## config.mk

```make
export PLATFORM = sky130hd
export DESIGN_NAME = traffic_light_ctrl_n
export DESIGN_NICKNAME = d
export VERILOG_FILES = /design/src/rtl/traffic_light_ctrl_n.sv
export SDC_FILE = /design/constraint.sdc
export NUM_CORES = 1
export LEC_CHECK = 0
export ABC_AREA = 1
export ABC_CLOCK_PERIOD_IN_PS = 1800
export CAP_MARGIN = 20
export CORE_MARGIN = 2
export CORE_UTILIZATION = 35
export CTS_BUF_LIST = sky130_fd_sc_hd__clkbuf_8 sky130_fd_sc_hd__clkbuf_16
export CTS_CLUSTER_DIAMETER = 50
export CTS_CLUSTER_SIZE = 40
export DETAILED_ROUTE_END_ITERATION = 8
export PLACE_DENSITY = 0.59
export SLEW_MARGIN = 20
export SYNTH_ARGS = -nofsm -noshare
export SYNTH_HDL_FRONTEND = slang
export SYNTH_SLANG_ARGS = --single-unit
```

## constraint.sdc

```tcl
create_clock -name clk -period 1.8 [get_ports clk]
set_input_delay 0.27 -clock clk [delete_from_list [all_inputs] [get_ports clk]]
set_output_delay 0.27 -clock clk [all_outputs]
set_load 0.05 [all_outputs]
```

## src/rtl/traffic_light_ctrl_n.sv

```systemverilog
// N-approach signalised junction controller: round-robin GREEN/AMBER/ALL_RED with
// demand-driven green extension/early termination and a maintenance flashing-amber mode.

module traffic_light_lane (
  input  logic [1:0] phase,
  input  logic       sel,
  input  logic       tog,
  output logic       red,
  output logic       amber,
  output logic       green
);
  always_comb begin
    red   = 1'b1;
    amber = 1'b0;
    green = 1'b0;
    unique case (phase)
      2'd1:    begin green = sel; red = ~sel; end
      2'd2:    begin amber = sel; red = ~sel; end
      2'd3:    begin amber = tog; red = 1'b0; end
      default: red = 1'b1;
    endcase
  end
endmodule

module traffic_light_ctrl_n #(
  parameter int N_DIR     = 4,
  parameter int CNT_W     = 8,
  parameter int GREEN_T   = 60,
  parameter int MIN_GREEN = 15,
  parameter int AMBER_T   = 5,
  parameter int ALLRED_T  = 2,
  parameter int FLASH_T   = 30,
  localparam int DIR_W    = (N_DIR > 1) ? $clog2(N_DIR) : 1
) (
  input  logic             clk,
  input  logic             reset,
  input  logic [N_DIR-1:0] req,
  input  logic             flash_en,
  output logic [N_DIR-1:0] red,
  output logic [N_DIR-1:0] amber,
  output logic [N_DIR-1:0] green,
  output logic [DIR_W-1:0] active_dir,
  output logic [1:0]       phase
);
  typedef enum logic [1:0] {
    PH_ALLRED = 2'd0,
    PH_GREEN  = 2'd1,
    PH_AMBER  = 2'd2,
    PH_FLASH  = 2'd3
  } phase_e;

  typedef struct packed {
    phase_e           ph;
    logic [DIR_W-1:0] dir;
    logic [CNT_W-1:0] cnt;
    logic             tog;
  } state_t;

  state_t st_q, st_d;

  logic [DIR_W-1:0] nxt_dir;
  logic [N_DIR-1:0] own;
  logic             found, others, zero, min_ok, early;

  // Round-robin search starting one past the current owner; the owner is checked last.
  always_comb begin
    int idx;
    idx     = 0;
    found   = 1'b0;
    nxt_dir = st_q.dir;
    for (int k = 1; k <= N_DIR; k++) begin
      idx = int'(st_q.dir) + k;
      if (idx >= N_DIR) idx = idx - N_DIR;
      if (!found && req[idx]) begin
        found   = 1'b1;
        nxt_dir = DIR_W'(idx);
      end
    end
  end

  always_comb begin
    own           = '0;
    own[st_q.dir] = 1'b1;
  end

  assign others = |(req & ~own);
  assign zero   = (st_q.cnt == '0);
  // elapsed >= MIN_GREEN-1, rewritten against the down-counter
  assign min_ok = (st_q.cnt <= CNT_W'(GREEN_T - MIN_GREEN));
  assign early  = min_ok && !req[st_q.dir] && others;

  always_ff @(posedge clk) begin
    if (!reset) st_q <= '{ph: PH_ALLRED, dir: '0, cnt: CNT_W'(ALLRED_T - 1), tog: 1'b0};
    else        st_q <= st_d;
  end

  always_comb begin
    st_d     = st_q;
    // every branch reloads at zero, so this decrement never wraps
    st_d.cnt = st_q.cnt - CNT_W'(1);
    if (flash_en) begin
      if (st_q.ph != PH_FLASH) begin
        st_d.ph  = PH_FLASH;
        st_d.cnt = CNT_W'(FLASH_T - 1);
        st_d.tog = 1'b1;
      end else if (zero) begin
        st_d.cnt = CNT_W'(FLASH_T - 1);
        st_d.tog = ~st_q.tog;
      end
    end else begin
      unique case (st_q.ph)
        PH_FLASH: begin
          st_d.ph  = PH_ALLRED;
          st_d.cnt = CNT_W'(ALLRED_T - 1);
          st_d.tog = 1'b0;
        end
        PH_ALLRED: if (zero) begin
          st_d.ph  = PH_GREEN;
          st_d.dir = nxt_dir;
          st_d.cnt = CNT_W'(GREEN_T - 1);
        end
        PH_GREEN: begin
          if (early || (zero && others)) begin
            st_d.ph  = PH_AMBER;
            st_d.cnt = CNT_W'(AMBER_T - 1);
          end else if (zero) begin
            st_d.cnt = CNT_W'(GREEN_T - 1);
          end
        end
        PH_AMBER: if (zero) begin
          st_d.ph  = PH_ALLRED;
          st_d.cnt = CNT_W'(ALLRED_T - 1);
        end
        default: st_d = st_q;
      endcase
    end
  end

  always_comb begin
    phase      = st_q.ph;
    active_dir = st_q.dir;
  end

  for (genvar i = 0; i < N_DIR; i++) begin : g_lane
    traffic_light_lane u_lane (
      .phase (st_q.ph),
      .sel   (st_q.dir == DIR_W'(i)),
      .tog   (st_q.tog),
      .red   (red[i]),
      .amber (amber[i]),
      .green (green[i])
    );
  end
endmodule

```

# --- Word level (Yosys, flattened, before mapping) ---
# Index checks and enable logic that the tools add are counted.
# Widths: inputs -> output; s select.
word_totals:
  inputBits: 7
  output_inout_bits: 16
  regBits: 13
classes:
  muxes: 53
  order_cmp: 11
  n_reduce_logical: 22
  n_bitwise: 8
  n_addsub: 9
  eq_ne: 12
op_table:
  columns: ["op", "n"]
  rows:
  - ["$lt 32x4->1 const B", 4]
  - ["$mux 32", 4]
  - ["$pmux 8 s4", 1]
  - ["$mux 9", 3]
  - ["$mux 8", 3]
  - ["$mux 1", 18]
  - ["$mux 2", 8]
  - ["$pmux 1 s2", 8]
  - ["$mux 12", 1]
  - ["$sub 3x3->4 const B", 3]
  - ["$bmux 1 s2", 5]
  - ["$ge 3x3->1 const B", 3]
  - ["$ne 3x3->1 const B", 3]
  - ["$eq 2x2->1 const B", 4]
  - ["$le 8x6->1 const B", 1]
  - ["$logic_not 8->1", 1]
  - ["$pmux 2 s4", 1]
  - ["$reduce_and 4->1", 2]
  - ["$sub 8x1->8 const B", 1]
  - ["$logic_and 1x1->1", 7]
  - ["$add 2x2->3 const B", 2]
  - ["$not 1->1", 6]
  - ["$sub 4x3->5 const B", 1]
  - ["$add 2x3->4 const B", 1]
  - ["other kinds (19)", 24]

# --- Logic depth before layout (Yosys ltp) ---
# Gate-level depths: netlist of the first run.
logic_depth:
  word_depth: 19
  mapped_depth: 13
  ltp_nobuf: 13

# --- Modules after synthesis ---
# A second synthesis of the first run with hierarchy kept.
unflattened:
  hier_cells: 249
  area_unflattened_um2: 1503.9
modules_own_cells:
  columns: ["mod", "instances", "area_per_inst_um2", "cells_per_inst"]
  rows:
  - ["traffic_light_ctrl_n", 1, 1158.6, 185]
  - ["traffic_light_lane", 4, 86.3, 16]

# --- Least setup slack after synthesis of the first run ---
# OpenSTA, ideal clock, no wires.
synth_timing:
  path_type: "register to register"
  startpoint: "register (tool-made name)"
  endpoint: "register st_q[8] (netlist name)"
  n_path_buf: 0
  stages_incl_launch_ff: 12
  t_arrival_ns: 1.564
  required_ns: 1.684
  path_slack_ns: 0.120
  path_cell_list: "dfxtp_1 > inv_2 > ha_1 > or2_1 > nand4_1 > nand2_1 > nand3_4 > nand2_1 > nand2_1 > nand2_1 > nand2_1 > nor2_1"
synth_lines:
  columns: ["element", "line", "text"]
  rows:
  - ["end signal, assigned", "93", "if (!reset) st_q <= '{ph: PH_ALLRED, dir: '0, cnt: CNT_W'(ALLRED_T - 1), tog: 1'b0};"]
  - ["end signal, assigned", "94", "else st_q <= st_d;"]
  - ["end, declared", "59", "state_t st_q, st_d;"]

# --- Worst setup path in the final report of the first run ---
layout_timing:
  startpoint: "register st_q (netlist bit phase[1])"
  endpoint: "output port red[2]"
layout_via:
  elab_chain_len: 3
  word_cells_on_any_way: 5
layout_lines:
  columns: ["element", "line", "text"]
  rows:
  - ["$eq 2x1->1 or $eq 2x2->1 (tied branches)", "16", "unique case (phase)"]
  - ["$reduce_or 2->1 (no line)", null, null]
  - ["$pmux 1 s2 *", "16", null]
  - ["end, declared", "39", "output logic [N_DIR-1:0] red,"]
# Mark *: on every way between the ends. The rest lies on a longest branch, timed or not.

==> results of run 1 <==
[cell usage after synthesis, types with 2 or more instances]
library cell and n:
sky130_fd_sc_hd__o21ai_2 3, sky130_fd_sc_hd__nand4_1 5, sky130_fd_sc_hd__buf_4 16, sky130_fd_sc_hd__a21oi_2 2, sky130_fd_sc_hd__a21oi_1 8, sky130_fd_sc_hd__nand3_1 8
sky130_fd_sc_hd__inv_1 33, sky130_fd_sc_hd__o21ai_0 17, sky130_fd_sc_hd__nand2_1 58, sky130_fd_sc_hd__xnor2_1 2, sky130_fd_sc_hd__dfxtp_1 13, sky130_fd_sc_hd__inv_2 3
sky130_fd_sc_hd__nor2_1 21, sky130_fd_sc_hd__o21ai_1 2, sky130_fd_sc_hd__nand2_2 2, sky130_fd_sc_hd__ha_1 12
[per-stage QoR]
stage | setup TNS (ps) | hold slack [ps] | std cells
2_1_floorplan | 0 | 401.5 | 218
3_3_place_gp | 0 | 460.8 | 277
3_5_place_dp | 0 | 465.8 | 277
4_1_cts | 0 | 483.8 | 281
5_1_grt | -12.51 | 520.0 | 284
6_report | 0 | 482.4 | 284
[power breakdown]
part | internal, mW | switching (mW)
logic | 0.375 | 0.516
clock network | 0.151 | 0.103
registers | 0.320 | 0.0272
total | 0.846 | 0.647
[worst max path at each step]
stage / to / start / cells past startpoint / slack, ps
final: red[2] / phase[1] / 5 / 50
after CTS: amber[1] / register / 5 / 9
after global routing: red[0] / phase[1] / 5 / -8
after global placement: st_q[7] / req[0] / 11 / 20
after floorplan: st_q[8] / register / 11 / 120
after detailed placement: st_q[8] / req[0] / 11 / 10
[timing repair]
item	in CTS	in global routing
buffers inserted	0	3
gates resized for setup	11	23
pin swaps	0	4
setup endpoints to repair	4	17
[worst min-delay path, cell delays in order (launching register included)]
cell and delay, ps:
sky130_fd_sc_hd__dfxtp_1 330, sky130_fd_sc_hd__o21ai_0 80, sky130_fd_sc_hd__inv_1 50
[metal layers]
metal,up-vias,global-route usage (%)
met4,0,4.592
met3,4,3.066
met1,579,20.85
li1,711,-
met2,15,25.12
met5,-,0
[final cells by class]
class,instances,area (um^2)
flip-flops and latches,13,270.3
fillers,382,1869
clock inverters,1,3.754
clock buffers,3,41.29
multi-input cells,152,904.6
repair buffers,31,401.6
well taps,48,60.06
inverters,36,137.6
[cell usage in the layout, fill, tap and decap left out, drive strengths merged]
cell type       n
a31oi           1
o21ai          22
nand3          10
nand2          60
nand4           5
nand2b          1
a21oi          10
dfxtp          13
clkbuf          3
or2             3
nand3b          1
nor2           22
buf            25
a22o            1
ha             12
xor2            1
xnor2           2
inv            37
clkdlybuf4s50   6
and2            1
[kinds of logic after synthesis]
logic type | count (synthesis) | synth area share (%)
buffers and inverters | 53 | 19.18
AOI/OAI and AO/OA | 34 | 14.37
DFF | 13 | 19.28
and+or+nand+nor | 103 | 34.11
xor gates and xnor gates | 3 | 1.947
adders and majority gates | 12 | 11.12
==> metrics.csv, run 1 <==
metric;value;unit
drtAntennaViolNets;0;
met1Wirelength;1.463;mm
cell_chain_critical_path;inv_2 -> ha_1 -> or2_4 -> o21ai_2 -> buf_12;
max-vdd-ir-drop;0.0003889;V
gp_routability_congestion;0.9396;
cts_tree;done;
worst_hold_path_type;reg -> reg;
rr_endpoint;phase[1];
post-synth-top-area-cell;sky130_fd_sc_hd__dfxtp_1;
grt_start_max_net_pins;11;
detailedRoute.firstPassIterationCount;6;
synth_area;1350;um^2
total_power;1.492;mW
ff2ff_setup_slack;150;ps
syn_area_per_cell;6.193;um^2
worst_slack_setup_final;54.92;ps
yosysWarningCount;0;
asr_flop_ratio_synth;0;%
slew_viol_final;0;
die-width;66.11;um
max_cap_viol_count;0;
worst-endpoint-arrival;1480;ps
end_kind;output port;
max_slew_margin;78.21;%
outcome;completed;
critPathMaxFanout;5;
timing.final.setup_violations;0;
cp_top_family;flip-flops;
drt-total-wl;3.028;mm
clk_slew_on_worst_s_h_paths;60;ps
final_layout_size_suffix_gt1_share;25.42;%
powerDensity;820.3;nW/um^2
die_area;4370;um^2
numCtsBuffers;3;
port-buffer-count;22;
h_tree_levels;1;
globalRouteOverflowTotal;0;
initial_utilization;36.60;%
worst_r2r_path_depth;10;
chipHeight;66.11;um
timing_worst_setup_path_type;reg -> out;
initial_antenna_violation_count;0;
n_antenna_cell;0;
postLayoutCellArea;1819;um^2
synth_seq_area_share;19.28;%
detail_route.wl_per_cell;10.66;um
synth_seq_cells;13;
timing.critical_path.from_type;register;
netlist.area_leader.share;19.28;%
final_util;49.32;%
via_per_inst;4.609;
post_placement_cell_area;1662;um^2
timing_hold_violations_final;0;
core_area;3689;um^2
global_route_wire_length_before_repair;5.340;mm
max_stage_delay;370;ps
cp.required;1530;ps
dp_worst_setup_slack;14.75;ps
routed_length_on_met2;1.444;mm
synthTopCellsByArea;sky130_fd_sc_hd__dfxtp_1 19%, sky130_fd_sc_hd__nand2_1 16%, sky130_fd_sc_hd__ha_1 11%;
hold_path.startpoint;st_q[0];
drt_first_iter_violations;76;
post_route_clock_period_utilization;96.95;%
io_pins;23;
first_global_vias;1203;
slowest_stage;sky130_fd_sc_hd__dfxtp_4;
post_detailed_route_drc_marker_count;0;
path_buf_inv;2;
achievable-frequency;573.0;MHz
gr-usage-all-layers;15.57;%
num_rows;22;
met3_wirelength;77;um
synth_edf_count;0;
p_leak;0.8812;nW
grt_setup_unrepaired;yes;
max-clock-path-buffers;2;
worstHoldEndpoint;st_q[0];
skew;4.703;ps
net_count_of_the_mapped_netlist;237;
design.final.nets;256;
syn_inst;218;
flow.area_growth_from_synthesis;34.75;%
hold_buffers;0;
top_metal_used;met4;
final_worst_path_period_need;1745;ps
worst_skew_pair.late_latency;240;ps
yosys_most_used_dff;sky130_fd_sc_hd__dfxtp_1;
worst_slew_pin_slew;326.8;ps
holdPathStages;2;
routed-via-count;1309;
cell_variety_after_synth;29;
clock_tree.root_cell;sky130_fd_sc_hd__clkbuf_8;
dp.final_hpwl;2.473;mm
cts.sinks;13;
Power figures use the tool's default switching activity.
==> inputs of run 2 (changes only) <==
--- a/config.mk
+++ b/config.mk
@@ -11,7 +11,6 @@
 export CORE_MARGIN = 2
 export CORE_UTILIZATION = 35
 export CTS_BUF_LIST = sky130_fd_sc_hd__clkbuf_8 sky130_fd_sc_hd__clkbuf_16
-export CTS_CLUSTER_DIAMETER = 50
 export CTS_CLUSTER_SIZE = 40
 export DETAILED_ROUTE_END_ITERATION = 8
 export PLACE_DENSITY = 0.59
==> results of run 2 <==
Final layout, timing and power as in run 1 (identical DEF).
==> inputs of run 3 (changes only) <==
--- a/config.mk
+++ b/config.mk
@@ -13,7 +13,7 @@
 export CTS_BUF_LIST = sky130_fd_sc_hd__clkbuf_8 sky130_fd_sc_hd__clkbuf_16
 export CTS_CLUSTER_SIZE = 40
 export DETAILED_ROUTE_END_ITERATION = 8
-export PLACE_DENSITY = 0.59
+export PLACE_DENSITY_LB_ADDON = 0.08
 export SLEW_MARGIN = 20
 export SYNTH_ARGS = -nofsm -noshare
 export SYNTH_HDL_FRONTEND = slang
==> run 3 against run 2 <==
- highest routed layer unchanged
- register-to-register slack gained 20 ps
- critical endpoint is now red[3]
- wire length is 6.0% higher
- via count up 3.5%
- maximum frequency is 1.1% higher
==> metrics.csv, run 3 (synthesis gave the netlist of run 1 again) <==
metric;value;unit;change
drtAntennaViolNets;0;;unchanged
cp.required;1530;ps;about the same
end_kind;output port;;unchanged
post_placement_cell_area;1669;um^2;was 1662 um^2
clock_tree.root_cell;sky130_fd_sc_hd__clkbuf_8;;unchanged
detailedRoute.firstPassIterationCount;4;;was 6
max-clock-path-buffers;2;;unchanged
clockPowerShare;17.6;%;was 17.0%
dp.final_hpwl;2.674;mm;was 2.473 mm
mostFrequentLayoutCells;57 x sky130_fd_sc_hd__nand2_1, 32 x sky130_fd_sc_hd__inv_1, 21 x sky130_fd_sc_hd__nor2_1;;was 56 x sky130_fd_sc_hd__nand2_1, 32 x sky130_fd_sc_hd__inv_1, 21 x sky130_fd_sc_hd__nor2_1
clk_slew_on_worst_s_h_paths;60;ps;about the same
ff2ff_setup_slack;170;ps;was 150 ps
cts_tree;done;;unchanged
timing.critical_path.from_type;register;;unchanged
n_antenna_cell;0;;unchanged
p_switching;653.9;uW;was 646.6 uW
cts.sinks;13;;unchanged
post_layout_nonfiller_instances;282;;was 284
first_global_vias;1307;;was 1203
timing_hold_violations_final;0;;unchanged
cts_setup_buffers;0;;unchanged
p_sw_share;43.82;%;was 43.32%
final_layout_size_suffix_gt1_share;23.08;%;was 25.42%
drt-total-wl;3.209;mm;was 3.028 mm
max-vdd-ir-drop;0.0004535;V;was 0.0003889 V
power.share.sequential;23.5;%;was 23.3%
gp_routability_congestion;0.8454;;was 0.9396
timing_worst_setup_path_type;reg -> out;;unchanged
grt_setup_unrepaired;yes;;unchanged
numCtsBuffers;3;;unchanged
post_detailed_route_drc_marker_count;0;;unchanged
globalRouteOverflowTotal;0;;unchanged
timing.final.setup_violations;0;;unchanged
post_route_clock_period_utilization;95.88;%;was 96.95%
mostFrequentLayoutCell;sky130_fd_sc_hd__nand2_1;;unchanged
initial_utilization;36.60;%;unchanged
critPathMaxFanout;5;;unchanged
final_worst_path_period_need;1726;ps;was 1745 ps
worst_slew_pin_slew;321.9;ps;was 326.8 ps
global_route_wire_length_before_repair;5.457;mm;was 5.340 mm
combinationalPowerShare;58.9;%;was 59.7%
setup_tns;0;ps;unchanged
io_pins;23;;unchanged
max_slew_margin;78.54;%;was 78.21%
worst_hold_path_type;reg -> reg;;unchanged
postLayoutCellArea;1760;um^2;was 1819 um^2
worst_skew_pair.late_latency;240;ps;about the same
outcome;completed;;unchanged
design.final.nets;254;;was 256
routed-via-count;1355;;was 1309
p_int;838.5;uW;was 845.9 uW
port-buffer-count;22;;unchanged
holdPathStages;2;;unchanged
gr-usage-all-layers;15.68;%;was 15.57%
skew;2.505;ps;was 4.703 ps
worst_r2r_path_depth;13;;was 10
slew_viol_final;0;;unchanged
max_cap_viol_count;0;;unchanged
powerDensity;847.7;nW/um^2;was 820.3 nW/um^2
grt_start_max_net_pins;9;;was 11
initial_antenna_violation_count;0;;unchanged
total_power;1.492;mW;about the same
die_area;4370;um^2;unchanged
p_leak;0.8699;nW;was 0.8812 nW
achievable-frequency;579.4;MHz;was 573.0 MHz
finalHoldWorstSlack;484.6;ps;was 482.4 ps
place.detailed.instances;278;;was 277
worst-endpoint-arrival;1460;ps;was 1480 ps
num_rows;22;;unchanged
chipHeight;66.11;um;unchanged
detail_route.wl_per_cell;11.38;um;was 10.66 um
drt_first_iter_violations;33;;was 76
hold_buffers;0;;unchanged
layout.filler_cells;387;;was 382
core_area;3689;um^2;unchanged
flow.area_growth_from_synthesis;30.40;%;was 34.75%
die-width;66.11;um;unchanged
via_per_inst;4.805;;was 4.609
h_tree_levels;1;;unchanged
-- run 3: per-stage QoR --
stage / utilization [%] / worst slack (ps)
floorplan: - / 120.5
global placement: 45.25 / 25.68
detailed placement: 45.25 / -0.4893
CTS: 47.05 / 10.75
global route: 47.73 / -21.61
finish: 47.73 / 74.15
-- run 3: final timing paths --
kind,to,startpoint
max,red[3],phase[1]
min,st_q[0],st_q[0]
max reg2reg,st_q[8],st_q[1]
min reg2reg,st_q[0],st_q[0]
-- run 3: what timing repair did --
item	4_1_cts	5_1_grt
gates resized for setup	11	12
pin swaps	0	2
gates cloned	0	0
endpoints found under the setup margin	4	19
-- run 3: layout make-up --
class | count | area [um^2] | area share [%]
Timing Repair Buffer | 29 | 382.9 | 21.75
Inverter | 36 | 135.1 | 7.676
Clock inverter | 1 | 5.005 | 0.2843
Sequential cell | 13 | 270.3 | 15.35
Clock buffer | 3 | 41.29 | 2.345
Multi-Input combinational cell | 152 | 865.8 | 49.18
Tap cell | 48 | 60.06 | 3.412
-- run 3: routing by layer --
| metal | global-route usage (%) | vias to the layer above | wire length [um] |
|---|---|---|---|
| met2 | 27.75 | 42 | 1546 |
| met5 | 0 | - | 0 |
| li1 | - | 698 | - |
| met4 | 7.398 | 0 | 110 |
| met1 | 18.60 | 605 | 1396 |
| met3 | 1.874 | 10 | 155 |
-- run 3: worst max-delay path: stages (launching register included) --
cell and delay (ps):
sky130_fd_sc_hd__dfxtp_4 360, sky130_fd_sc_hd__inv_1 120, sky130_fd_sc_hd__ha_4 220, sky130_fd_sc_hd__or2_4 260, sky130_fd_sc_hd__o21ai_2 90, sky130_fd_sc_hd__buf_12 160
-- run 3: power groups by stage --
stage          Sequential, mW  Combinational, mW  Clock, mW
6_report                0.351              0.879      0.262
5_1_grt                 0.355              0.955      0.283
4_1_cts                 0.349              0.866      0.269
3_5_place_dp            0.353              0.829          0
3_3_place_gp            0.352              0.827          0
2_1_floorplan           0.347              0.583          0
